<file path="src/rtl/rr_mux.sv">
// rr_mux: N-way, W-bit round-robin arbitrating multiplexer with valid/ready on every port.
// Define RR_MUX_OUT_REG_EN for a one-entry registered output; undefined gives a combinational bypass with grant lock.
module rr_mux #(
  parameter  int NumInp    = 4,
  parameter  int DataWidth = 8,
  localparam int IdxWidth  = $clog2(NumInp)
) (
  input  logic                          clk_i,
  input  logic                          rst_ni,
  input  logic [NumInp-1:0]             valid_i,
  output logic [NumInp-1:0]             ready_o,
  input  logic [NumInp*DataWidth-1:0]   data_i,
  output logic                          valid_o,
  input  logic                          ready_i,
  output logic [DataWidth-1:0]          data_o,
  output logic [IdxWidth-1:0]           idx_o
);

  logic [DataWidth-1:0] data_arr [NumInp];
  logic [IdxWidth-1:0]  rr_q;
  logic [IdxWidth-1:0]  rr_next;
  logic [IdxWidth-1:0]  arb_idx;
  logic [IdxWidth-1:0]  grant_idx;
  logic [IdxWidth-1:0]  cand_idx;
  logic                 arb_valid;
  logic                 grant_valid;
  logic                 ready_en;
  logic                 in_fire;
  int                   cand;

  generate
    for (genvar gi = 0; gi < NumInp; gi++) begin : g_chan
      assign data_arr[gi] = data_i[gi*DataWidth +: DataWidth];
      assign ready_o[gi]  = rst_ni & grant_valid & ready_en & (grant_idx == IdxWidth'(gi));
    end
  endgenerate

  // Scan from the farthest candidate back to rr_q so the last hit is the first in priority order.
  always_comb begin
    arb_valid = 1'b0;
    arb_idx   = '0;
    cand      = 0;
    cand_idx  = '0;
    for (int off = NumInp - 1; off >= 0; off--) begin
      cand = int'(rr_q) + off;
      if (cand >= NumInp) begin
        cand = cand - NumInp;
      end
      cand_idx = cand[IdxWidth-1:0];
      if (valid_i[cand_idx]) begin
        arb_valid = 1'b1;
        arb_idx   = cand_idx;
      end
    end
  end

  assign rr_next = (grant_idx == IdxWidth'(NumInp - 1)) ? '0 : grant_idx + 1'b1;
  assign in_fire = grant_valid & ready_en;

  always_ff @(posedge clk_i or negedge rst_ni) begin
    if (!rst_ni) begin
      rr_q <= '0;
    end else if (in_fire) begin
      rr_q <= rr_next;
    end
  end

`ifdef RR_MUX_OUT_REG_EN
  logic                 valid_q;
  logic [DataWidth-1:0] data_q;
  logic [IdxWidth-1:0]  idx_q;

  assign grant_valid = arb_valid;
  assign grant_idx   = arb_idx;
  assign ready_en    = !valid_q | ready_i;

  always_ff @(posedge clk_i or negedge rst_ni) begin
    if (!rst_ni) begin
      valid_q <= 1'b0;
      data_q  <= '0;
      idx_q   <= '0;
    end else if (in_fire) begin
      valid_q <= 1'b1;
      data_q  <= data_arr[grant_idx];
      idx_q   <= grant_idx;
    end else if (valid_q && ready_i) begin
      valid_q <= 1'b0;
    end
  end

  assign valid_o = valid_q;
  assign data_o  = data_q;
  assign idx_o   = idx_q;
`else
  logic                lock_q;
  logic [IdxWidth-1:0] lock_idx_q;

  // A stalled offer keeps its channel even if a higher-priority source turns valid.
  assign grant_idx   = lock_q ? lock_idx_q : arb_idx;
  assign grant_valid = lock_q ? valid_i[lock_idx_q] : arb_valid;
  assign ready_en    = ready_i;

  always_ff @(posedge clk_i or negedge rst_ni) begin
    if (!rst_ni) begin
      lock_q     <= 1'b0;
      lock_idx_q <= '0;
    end else begin
      lock_q <= grant_valid & !ready_i;
      if (grant_valid && !ready_i) begin
        lock_idx_q <= grant_idx;
      end
    end
  end

  assign valid_o = rst_ni & grant_valid;
  assign data_o  = (rst_ni && grant_valid) ? data_arr[grant_idx] : '0;
  assign idx_o   = (rst_ni && grant_valid) ? grant_idx : '0;
`endif

endmodule

</file>
<file path="config.mk">
export PLATFORM = sky130hd
export DESIGN_NAME = rr_mux
export DESIGN_NICKNAME = d
export VERILOG_FILES = /design/src/rtl/rr_mux.sv
export SDC_FILE = /design/constraint.sdc
export NUM_CORES = 1
export LEC_CHECK = 0
export CAP_MARGIN = 0
export CORE_MARGIN = 1.5
export CORE_UTILIZATION = 55
export CTS_BUF_LIST = sky130_fd_sc_hd__clkbuf_8
export DETAILED_ROUTE_END_ITERATION = 6
export DONT_BUFFER_PORTS = 1
export GPL_ROUTABILITY_DRIVEN = 0
export PLACE_DENSITY = 0.73
export SYNTH_ARGS = -nofsm -noshare
export SYNTH_HDL_FRONTEND = slang
export SYNTH_SLANG_ARGS = --single-unit
</file>
<file path="constraint.sdc">
create_clock -name clk_i -period 2.65 [get_ports clk_i]
set_input_delay 0.6625 -clock clk_i [delete_from_list [all_inputs] [get_ports clk_i]]
set_output_delay 0.6625 -clock clk_i [all_outputs]
set_load 0.01 [all_outputs]
</file>
# Word level (Yosys, flattened, before mapping)
# Cells that the tools add are included.
[word_totals]
wordCells = 67
in_bits = 39
output_inout_bits = 15
ff_bits = 5
[classes]
n_bitwise = 9
n_reduce_logical = 4
n_mux = 30
n_lt_le_gt_ge = 10
n_addsub = 8
eq_ne = 3
[ops]
columns = ["operator", "n"]
rows = [
  ["$mux 8", 3],
  ["$mux 2", 11],
  ["$bmux 8 s2", 1],
  ["$lt 2x3->1 const B", 5],
  ["$ge 3x3->1 const B", 4],
  ["$bmux 1 s2", 5],
  ["$mux 1", 10],
  ["$and 1x1->1", 8],
  ["$sub 2x1->2 const B", 4],
  ["$add 2x2->3 const B", 2],
  ["$eq 2x2->1 const B", 2],
  ["$add 2x1->3 const B", 1],
  ["$ge 2x3->1 const B", 1],
  ["$not 2->3", 1],
  ["$add 2x1->2 const B", 1],
  ["$eq 2x1->1 const B", 1],
  ["$logic_and 1x1->1", 2],
  ["$logic_not 2->1", 1],
  ["$logic_not 1->1", 1],
]

# Longest topological paths before layout
# Gate-level depths: netlist of run 1.
[logic_depth]
word_depth = 15
ltp_mapped = 10
ltp_nobuf = 8

# Worst setup path before layout of run 1
# Ideal clock, no wire load.
[synth_timing]
kind = "input to output"
startpoint = "input valid_i[3]"
endpoint = "output data_o[0]"
path_buffers = 2
required_ns = 1.987
t_arrival_ns = 2.235
stages = 10
slack_ns = -0.247
path_cell_list = "inv_1 a21oi_1 o221a_1 or3_1 buf_6 and2_4 inv_8 buf_12 mux2i_1 a211oi_1"
[synth_via]
elab_chain_cells = 12
word_cells_on_any_way = 26
cone_classes = "mux (24); bitwise (1); reduce/logical (1)"
[synth_rtl]
columns = ["element", "line", "text"]
rows = [
  ["start, declared", "10", "input logic [NumInp-1:0] valid_i,"],
  ["$bmux 1 s2", "50", "if (valid_i[cand_idx]) begin"],
  ["$mux 1 (implied by the code)", "50", ""],
  ["$mux 2 (3 in series)", "50", ""],
  ["$mux 2 (*)", "50", ""],
  ["$mux 2 (*)", "99", "assign grant_idx = lock_q ? lock_idx_q : arb_idx;"],
  ["named net grant_idx[0]", "23", "logic [IdxWidth-1:0] grant_idx;"],
  ["$not 2->3 (implied by the code) (*)", "116", "assign data_o = (rst_ni && grant_valid) ? data_arr[grant_idx] : '0;"],
  ["$bmux 8 s2 (*)", "116", ""],
  ["$mux 8 (implied by the code) (*) (2 in series)", "116", ""],
  ["$mux 8 (*)", "116", ""],
  ["end, declared", "15", "output logic [DataWidth-1:0] data_o,"],
]
# The timed path passes the listed nets; every way through them passes the cells marked *. The select of a mux whose other input is x is not followed.

# Final worst setup path of run 1
[layout_timing]
startpoint = "register rr_q[1]"
endpoint = "output data_o[6]"
[layout_via]
elab_chain_cells = 15
word_cells_on_any_way = 39
cone_classes = "add/sub (7); order compare (4); mux (26); bitwise (1); reduce/logical (1)"
[layout_rtl]
columns = ["element", "line", "text"]
rows = [
  ["start, declared", "20", "logic [IdxWidth-1:0] rr_q;"],
  ["start signal, assigned", "64", "rr_q <= rr_next;"],
  ["$add 2x2->3", "45", "cand = int'(rr_q) + off;"],
  ["$ge 3x3->1 or $sub 2x1->2 (tied branches)", "46, 47", ""],
  ["$mux 2", "46", "if (cand >= NumInp) begin"],
  ["$bmux 1 s2", "50", ""],
  ["$mux 1 (implied by the code)", "50", ""],
  ["$mux 2 (3 in series)", "50", ""],
  ["$mux 2 (*)", "50", ""],
  ["$mux 2 (*)", "99", ""],
  ["named net grant_idx[0]", "23", ""],
  ["$not 2->3 (implied by the code) (*)", "116", ""],
  ["$bmux 8 s2 (*)", "116", ""],
  ["$mux 8 (implied by the code) (*) (2 in series)", "116", ""],
  ["$mux 8 (*)", "116", ""],
]
# Marks and branches as above.

==> results of run 1 <==
flip-flops by register name, indices dropped and copies added (netlist names):
name	cells
lock_idx_q	2
rr_q	2
lock_q	1
layout make-up:
class | instances | area [um^2] | area share, %
multi-input cells | 73 | 708 | 69.9
flip-flops and latches | 5 | 126 | 12.5
repair buffers | 7 | 52.6 | 5.19
inverters | 6 | 42.5 | 4.20
clock buffers | 3 | 41.3 | 4.07
repair inverters | 2 | 20.0 | 1.98
well taps | 15 | 18.8 | 1.85
clock inverters | 1 | 3.75 | 0.370
Yosys cell counts, drive strengths merged (2+ instances only):
cell type,instances,area [um^2]
and2,9,58.8
a211oi,8,60.1
ha,4,50.1
mux2i,8,80.1
and3,4,25.0
dfrtp,5,125
nand2,7,26.3
a21oi,6,30.0
mux2,2,22.5
a221oi,8,70.1
nor2,4,15.0
inv,6,30.0
buf,4,50.1
timing repair:
action | in CTS | in global routing
cloned | 2 | 0
pin swaps | 5 | 3
resized for setup | 13 | 9
setup buffers | 2 | 0
setup endpoints to repair | 10 | 12
metal layers:
metal  routed length [um]  global-route usage, %  up-vias
met5                    0                      0        -
met4                   25                   7.50        0
met3                  157                   2.78        3
met2                 1160                   48.8       36
met1                  854                   25.3      349
li1                     -                      -      359
cells in the final DEF, fill, tap and decap left out, types with 4 or more instances in the layout:
cell / Yosys / routed
and2_1: 8 / 8
a211oi_2: 0 / 7
buf_4: 1 / 7
nand2_1: 7 / 6
a221oi_2: 0 / 5
a21oi_1: 6 / 4
inv_1: 5 / 4
mux2i_2: 0 / 4
nor2_1: 4 / 4
ha_1: 4 / 4
dfrtp_1: 5 / 4
critical path, stage by stage (launching register included):
cell	delay (ps)
dfrtp_2	430
inv_2	90
a21oi_2	50
o221a_1	250
or3_4	320
and2_4	210
inv_6	110
mux2i_2	260
a211oi_2	140
power by group:
group | leakage [uW] | total, uW | switching, uW | internal [uW]
clock network | 0.0000269 | 139 | 39.4 | 99.5
registers | 0.0000568 | 154 | 41.2 | 112
logic | 0.000321 | 782 | 440 | 342
total | 0.000405 | 1070 | 521 | 554
final timing paths:
path	slack (ps)	cells after the start	to
min reg2reg	560	1	lock_idx_q[0]$_DFFE_PN0P_
max	-80	8	data_o[6]
min	130	0	lock_q$_DFF_PN0_
max reg2reg	600	7	rr_q[1]$_DFFE_PN0P_
max in group asynchronous	2440	0	rr_q[1]$_DFFE_PN0P_
min in group clk_i	550	1	lock_q$_DFF_PN0_
stage by stage:
stage                     worst slack (ps)  cell area, um^2
final                                -84.4             1010
after global routing                  -168             1010
after CTS                            -41.1              962
after detailed placement             -20.6              842
after global placement               -7.33              842
after floorplan                      -86.9              836
cells by family after synthesis:
| kind of cell | Yosys count | share of synthesized area [%] |
|---|---|---|
| mux | 11 | 16.8 |
| flops | 5 | 16.3 |
| compound gates | 29 | 29.5 |
| simple gates | 29 | 20.5 |
| fa+ha+maj | 4 | 6.51 |
| buf+inv | 10 | 10.4 |
==> run metrics, run 1 <==
Placed Cells=104; initial drt markers=2; Power Density=1060 nW/um^2; Finished Layout Cells=112; post-DR wirelength/cell=19.6 um; IO buf count=0; aggregate global routing overflow=0; root buffer cell=clkbuf_8; die area=1630 um^2; share of cells above drive strength 1=47.4%; Inserted Clock Buffers=3; num rows=13; Routed WL=2.20 mm; # DRC=0; CP arrival=2070 ps; skew final=4.52 ps; worst skew pair latency=230 ps; status=finished, violations left; Core Area=1300 um^2; H-tree Lvls=1; CTS sink count=5; Detail Route Antenna Nets=0; Fin Hold WS=132 ps; leakage=0.000405 uW; EDFF count, synth=0; Max-cap violations=0; final period utilization=103%; post-DR vias/cell=6.67; initial antenna violation count=0; Async SR Flop Fraction=100%; post-synthesis sequential area ratio=16.3%; Die Span X=40.4 um; Hold-fix buffers, CTS=0; Setup crit start=rr_q[1]$_DFFE_PN0P_; prevailing post-synth register cell=dfrtp_1; Pwr Total=1070 uW; vias in the first global route=651; Die Ht=40.4 um; Critical R2R Launch=rr_q[1]$_DFFE_PN0P_; largest net degree at the start of global routing=11; WS Path Type=register to output port; RSZ-0062 raised after global routing=true; Reg clk slew, reported paths=40 ps; Rel. slew slack=65.7%; final hold violation count=0; min Tclk post-route=2730 ps; flop and latch count out of synthesis=5; Post-Syn Area per Cell=8.73 um^2; Least-Margin Pin Slew=513 ps; maximum vdd drop=679 uV; ANT cells=0; WP data required=1990 ps; Cell Area, Synth=768 um^2; first-pass GRT wire length=2.64 mm; Synth cell types=30; fmax=366 MHz; Syn-to-layout area delta=31.9%; synthesized net count=131; Sum Neg Setup Slack=-533 ps; HPWL after DPL=1.44 mm; Initial DRT Pass Iterations=3; Worst setup SP type=register; Filler cells=95; CTS tree=done; critical path endpoint category=output port; Yosys warnings=0; Min-Delay Path Class=primary input to asynchronous set/reset pin; Tot GR Track Use=24.3%; Max clock buf depth=2; final worst slack=-84.4 ps; Final nets=141; failing checks=setup timing; # IOs=54; final core utilization=77.9%; Final setup viols=10; via count=747; Worst Path Max Fanout=6; Mapped Cells=88; Slew Viols, Final=0; Starting Density=59.0%
Power figures use the tool's default switching activity.
==> run 2, diff against run 1 <==
--- a/config.mk
+++ b/config.mk
@@ -6,13 +6,12 @@
 export NUM_CORES = 1
 export LEC_CHECK = 0
 export CAP_MARGIN = 0
-export CORE_MARGIN = 1.5
 export CORE_UTILIZATION = 55
 export CTS_BUF_LIST = sky130_fd_sc_hd__clkbuf_8
 export DETAILED_ROUTE_END_ITERATION = 6
 export DONT_BUFFER_PORTS = 1
 export GPL_ROUTABILITY_DRIVEN = 0
-export PLACE_DENSITY = 0.73
+export PLACE_DENSITY = 0.7
 export SYNTH_ARGS = -nofsm -noshare
 export SYNTH_HDL_FRONTEND = slang
 export SYNTH_SLANG_ARGS = --single-unit
==> constraint.sdc (replaced) <==
create_clock -name clk_i -period 3.2 [get_ports clk_i]
set_input_delay 0.64 -clock clk_i [delete_from_list [all_inputs] [get_ports clk_i]]
set_output_delay 0.64 -clock clk_i [all_outputs]
set_load 0.01 [all_outputs]
==> run metrics, run 2 (synthesis results as in run 1) <==
final period utilization=88.9%; via count=691 (was 747); Least-Margin Pin Slew=437 ps (was 513 ps); Worst Path Max Fanout=20 (was 6); Max clock buf depth=2 (unchanged); RSZ-0062 raised after global routing=false (was true); Inserted Clock Buffers=3 (unchanged); initial antenna violation count=0 (unchanged); CP arrival=2210 ps (was 2070 ps); Worst setup SP type=register (unchanged); min Tclk post-route=2850 ps; status=complete, no violations (was finished, violations left); final instance area=805 um^2 (was 1010 um^2); Critical R2R Launch=rr_q[1]$_DFFE_PN0P_ (unchanged); Initial DRT Pass Iterations=4 (was 3); skew final=4.13 ps (was 4.52 ps); final hold violation count=0 (unchanged); CTS sink count=5 (unchanged); cts repair resizes=0 (was 13); final core utilization=61.8% (was 77.9%); post-DR wirelength/cell=15.5 um (was 19.6 um); Reg clk slew, reported paths=40 ps (about the same); initial drt markers=13 (was 2); share of cells above drive strength 1=13.2% (was 47.4%); Final setup viols=0 (was 10); commonest non-fill, non-tap cells in the layout=8 x mux2i_1, 8 x and2_1, 8 x a221oi_1, 8 x a211oi_1, 7 x nand2_1 (was 8 x and2_1, 7 x a211oi_2, 7 x buf_4, 6 x nand2_1, 5 x a221oi_2); Die Ht=39.4 um (was 40.4 um); Fin Hold WS=116 ps (was 132 ps); Detail Route Antenna Nets=0 (unchanged); Post-CTS Setup Bufs=0 (was 2); critical path endpoint category=output port (unchanged); first-pass GRT wire length=2.19 mm (was 2.64 mm); WP data required=2560 ps (was 1990 ps); aggregate global routing overflow=0 (unchanged); worst skew pair latency=220 ps (was 230 ps); Placed Cells=102 (was 104); flop-to-flop setup slack=1190 ps (was 600 ps); WS Path Type=register to output port (unchanged); Starting Density=59.0% (unchanged); HPWL after DPL=1.23 mm (was 1.44 mm); grt peak-use layer=met2 (unchanged); fmax=351 MHz; Sum Neg Setup Slack=0 ps (was -533 ps); post-DR vias/cell=6.52 (was 6.67); root buffer cell=clkbuf_8 (unchanged); Core Area=1300 um^2 (unchanged); largest net degree at the start of global routing=21 (was 11); maximum vdd drop=595 uV (was 679 uV); CTS tree=done (unchanged); Slew Viols, Final=0 (unchanged); Syn-to-layout area delta=4.72% (was 31.9%); Power Density=847 nW/um^2 (was 1060 nW/um^2); RR Endpoint=rr_q[1]$_DFFE_PN0P_ (unchanged); CP cell instances=inv_1 -> a21oi_1 -> o221a_1 -> or3_1 -> and2_4 -> inv_8 -> mux2i_1 -> a211oi_1 (was inv_2 -> a21oi_2 -> o221a_1 -> or3_4 -> and2_4 -> inv_6 -> mux2i_2 -> a211oi_2); CP max stage cell=a211oi_1 (was dfrtp_2); ANT cells=0 (unchanged); largest registers=lock_idx_q x2, rr_q x2, lock_q x1 (unchanged); die area=1550 um^2 (was 1630 um^2); vias in the first global route=544 (was 651); Die Span X=39.4 um (was 40.4 um); num rows=13 (unchanged); H-tree Lvls=1 (unchanged); Tot GR Track Use=21.0% (was 24.3%); Finished Layout Cells=106 (was 112); Min-Delay Path Class=primary input to asynchronous set/reset pin (unchanged); Hold-fix buffers, CTS=0 (unchanged); r2r worst-path depth=7 (unchanged); Rel. slew slack=70.7% (was 65.7%); IO buf count=0 (unchanged); slowest stage delay, CP=430 ps (about the same); grt met3 use=1.70% (was 2.78%); leakage=0.000370 uW (was 0.000405 uW); Max-cap violations=0 (unchanged); Routed WL=1.64 mm (was 2.20 mm); Post-DP Area=759 um^2 (was 842 um^2); GRT met1 Usage=27.4% (was 25.3%); # DRC=0 (unchanged); Final nets=135 (was 141); # IOs=54 (unchanged); grt met2 use=34.2% (was 48.8%)
## run 2: changes by cell type in the layout (fill, tap and decap cells not counted), sizes merged
cell,before,now
buf,7,3
inv,9,7
## run 2: power breakdown
| group | internal, uW | switching [uW] |
|---|---|---|
| Combinational | 192 | 255 |
| Sequential | 91.8 | 31.4 |
| Clock | 82.1 | 29.2 |
| Total | 366 | 315 |
## run 2: per-stage QoR
| step | power [uW] | setup slack, ps |
|---|---|---|
| 2_1_floorplan | 527 | 348 |
| 3_3_place_gp | 559 | 449 |
| 3_5_place_dp | 568 | 414 |
| 4_1_cts | 683 | 347 |
| 5_1_grt | 742 | 163 |
| 6_report | 681 | 355 |
## run 2: final cells by class
cell class                 instances  area [um^2]
sequential                         5          125
timing repair buffer               3         22.5
inverter                           6         30.0
multi-input combinational         73          563
clock inverter                     1         3.75
clock buffer                       3         41.3
fill                             128          497
tap                               15         18.8
## run 2: how the worst max path moves through the flow
stage	startpoint	to	slack [ps]	cells past startpoint
final	rr_q[1]$_DFFE_PN0P_	data_o[1]	350	8
after global placement	valid_i[3]	data_o[7]	450	8
after CTS	rr_q[1]$_DFFE_PN0P_	data_o[1]	350	8
after detailed placement	valid_i[3]	data_o[1]	410	8
after floorplan	valid_i[3]	data_o[0]	350	10
after global routing	rr_q[1]$_DFFE_PN0P_	data_o[4]	160	8
## run 2: critical path, delay by kind of cell, from the launching register on
family | cells | cell delay, ps
DFF | 1 | 420
buffers and inverters | 2 | 240
and+or+nand+nor | 2 | 500
muxes | 1 | 90
AOI/OAI and AO/OA | 3 | 730
## run 2: per-layer routing
layer / part of all wire (%) / wire length [um] / vias to the layer above
met5: 0 / 0 / -
met4: 0.98 / 16 / 0
met3: 4.4 / 73 / 2
met2: 48 / 784 / 27
met1: 47 / 767 / 315
li1: - / - / 347
==> run 3, diff against run 2 <==
==> constraint.sdc (replaced) <==
create_clock -name clk_i -period 2.7 [get_ports clk_i]
set_input_delay 0.54 -clock clk_i [delete_from_list [all_inputs] [get_ports clk_i]]
set_output_delay 0.54 -clock clk_i [all_outputs]
set_load 0.01 [all_outputs]
==> run metrics, run 3 (synthesis results as in run 1) <==
flop-to-flop setup slack=520 ps (was 1190 ps); Least-Margin Pin Slew=323 ps (was 437 ps); CP bufs+invs=3 (was 2); Critical R2R Launch=rr_q[1]$_DFFE_PN0P_ (unchanged); leakage=0.000448 uW (was 0.000370 uW); r2r worst-path depth=8 (was 7); final hold violation count=0 (unchanged); WP data required=2160 ps (was 2560 ps); status=complete, no violations (unchanged); family with the most delay on the worst path=simple AND/OR/NAND/NOR gates (was compound AO/OA/AOI/OAI gates); Initial DRT Pass Iterations=4 (unchanged); Placed Cells=110 (was 102); vias in the first global route=591 (was 544); WS Path Type=register to output port (unchanged); first-pass GRT wire length=2.58 mm (was 2.19 mm); Final setup viols=0 (unchanged); min Tclk post-route=2680 ps; CP cell instances=inv_2 -> a21oi_2 -> o221a_1 -> or3_4 -> and2_4 -> inv_6 -> mux2i_1 -> a211oi_1 -> buf_4 (was inv_1 -> a21oi_1 -> o221a_1 -> or3_1 -> and2_4 -> inv_8 -> mux2i_1 -> a211oi_1); post-DR wirelength/cell=17.9 um (was 15.5 um); Detail Route Antenna Nets=0 (unchanged); Tot GR Track Use=24.2% (was 21.0%); CP arrival=2140 ps (was 2210 ps); largest registers=lock_idx_q x2, rr_q x2, lock_q x1 (unchanged); initial antenna violation count=0 (unchanged); fmax=373 MHz; initial drt markers=21 (was 13); Filler cells=97 (was 128); die area=1550 um^2 (unchanged); worst skew pair latency=220 ps (about the same); Fin Hold WS=16.1 ps (was 116 ps); share of cells above drive strength 1=36.8% (was 13.2%); Rel. slew slack=78.3% (was 70.7%); critical path endpoint category=output port (unchanged); Min-Delay Path Class=primary input to asynchronous set/reset pin (unchanged); # DRC=0 (unchanged); CTS sink count=5 (unchanged); Die Span X=39.4 um (unchanged); Power Density=1070 nW/um^2 (was 847 nW/um^2); Slew Viols, Final=0 (unchanged); Max-cap violations=0 (unchanged); Syn-to-layout area delta=27.0% (was 4.72%); final period utilization=99.4%; # IOs=54 (unchanged); num rows=13 (unchanged); Finished Layout Cells=121 (was 106); RSZ-0062 raised after global routing=true (was false); commonest non-fill, non-tap cells in the layout=15 x buf_4, 8 x and2_1, 7 x nand2_1, 7 x mux2i_1, 7 x a211oi_1 (was 8 x mux2i_1, 8 x and2_1, 8 x a221oi_1, 8 x a211oi_1, 7 x nand2_1); final core utilization=75.0% (was 61.8%); post-DR vias/cell=6.64 (was 6.52); HPWL after DPL=1.37 mm (was 1.23 mm); final worst slack=17.3 ps (was 355 ps); Inserted Clock Buffers=3 (unchanged); maximum vdd drop=801 uV (was 595 uV); Max clock buf depth=2 (unchanged); RR Endpoint=rr_q[1]$_DFFE_PN0P_ (unchanged); Final nets=150 (was 135); pre-CTS WS=128 ps (was 414 ps); Die Ht=39.4 um (unchanged); aggregate global routing overflow=0 (unchanged); Reg clk slew, reported paths=40 ps (about the same); Routed WL=2.16 mm (was 1.64 mm); Worst Path Max Fanout=6 (was 20); ANT cells=0 (unchanged); Worst setup SP type=register (unchanged); root buffer cell=clkbuf_8 (unchanged); CP max stage cell=dfrtp_2 (was a211oi_1); IO buf count=0 (unchanged); slowest stage delay, CP=430 ps (about the same); Starting Density=59.0% (unchanged); Core Area=1300 um^2 (unchanged); via count=804 (was 691); H-tree Lvls=1 (unchanged); skew final=2.33 ps (was 4.13 ps); Hold-fix buffers, CTS=0 (unchanged); largest net degree at the start of global routing=18 (was 21); CTS tree=done (unchanged); most common cell after layout, fill and taps aside=buf_4
run 3: cell types whose count changed in the layout (fill, tap and decap cells not counted), sizes merged:
cell | before | now
buf | 3 | 15
inv | 7 | 10
run 3: metrics by stage:
stage | power [uW] | area, um^2 | setup TNS, ps
global route | 1100 | 976 | -527
detailed placement | 726 | 820 | 0
finish | 1040 | 976 | 0
CTS | 907 | 888 | 0
global placement | 713 | 820 | 0
floorplan | 624 | 768 | 0
run 3: how the worst max path moves through the flow:
stage,cells after the start,to,from
floorplan,10,data_o[0],valid_i[3]
global placement,9,data_o[0],valid_i[3]
detailed placement,9,data_o[2],valid_i[3]
CTS,9,data_o[0],rr_q[1]$_DFFE_PN0P_
global route,9,data_o[2],rr_q[1]$_DFFE_PN0P_
finish,9,data_o[0],rr_q[1]$_DFFE_PN0P_
run 3: area by class of cell:
type / instances / area [um^2] / area share (%)
clock buffers: 3 / 41.3 / 4.23
clock inverters: 1 / 3.75 / 0.385
inverters: 6 / 30.0 / 3.08
multi-input cells: 73 / 614 / 62.9
flip-flops and latches: 5 / 126 / 12.9
well taps: 15 / 18.8 / 1.92
repair buffers: 15 / 113 / 11.5
repair inverters: 3 / 28.8 / 2.95
run 3: where the power goes:
| part | internal [uW] | switching, uW | leakage [uW] | total [uW] |
|---|---|---|---|---|
| registers | 110 | 39.7 | 0.0000568 | 150 |
| logic | 344 | 414 | 0.000364 | 758 |
| clock network | 97.3 | 35.3 | 0.0000269 | 133 |
| total | 552 | 489 | 0.000448 | 1040 |
run 3: worst reg2reg max path, cell delays in order, from the launching register on:
cell	delay (ps)
dfrtp_2	430
inv_2	80
a21oi_2	50
o221a_1	240
or3_4	330
and2_4	220
buf_4	160
ha_1	290
mux2_2	260
run 3: repair_timing:
| action | 4_1_cts | 5_1_grt |
|---|---|---|
| gates resized for setup | 1 | 15 |
| gates cloned | 1 | 2 |
| pin swaps | 1 | 7 |
| endpoints found under the setup margin | 8 | 10 |
| setup buffers | 2 | 2 |
run 3: metal layers:
layer | part of all wire (%) | global-route usage [%] | vias to the layer above | wire length, um
li1 | - | - | 379 | -
met1 | 41 | 33.4 | 382 | 887
met2 | 51 | 39.6 | 41 | 1110
met3 | 6.4 | 1.70 | 2 | 138
met4 | 1.2 | 7.76 | 0 | 25
met5 | 0 | 0 | - | 0
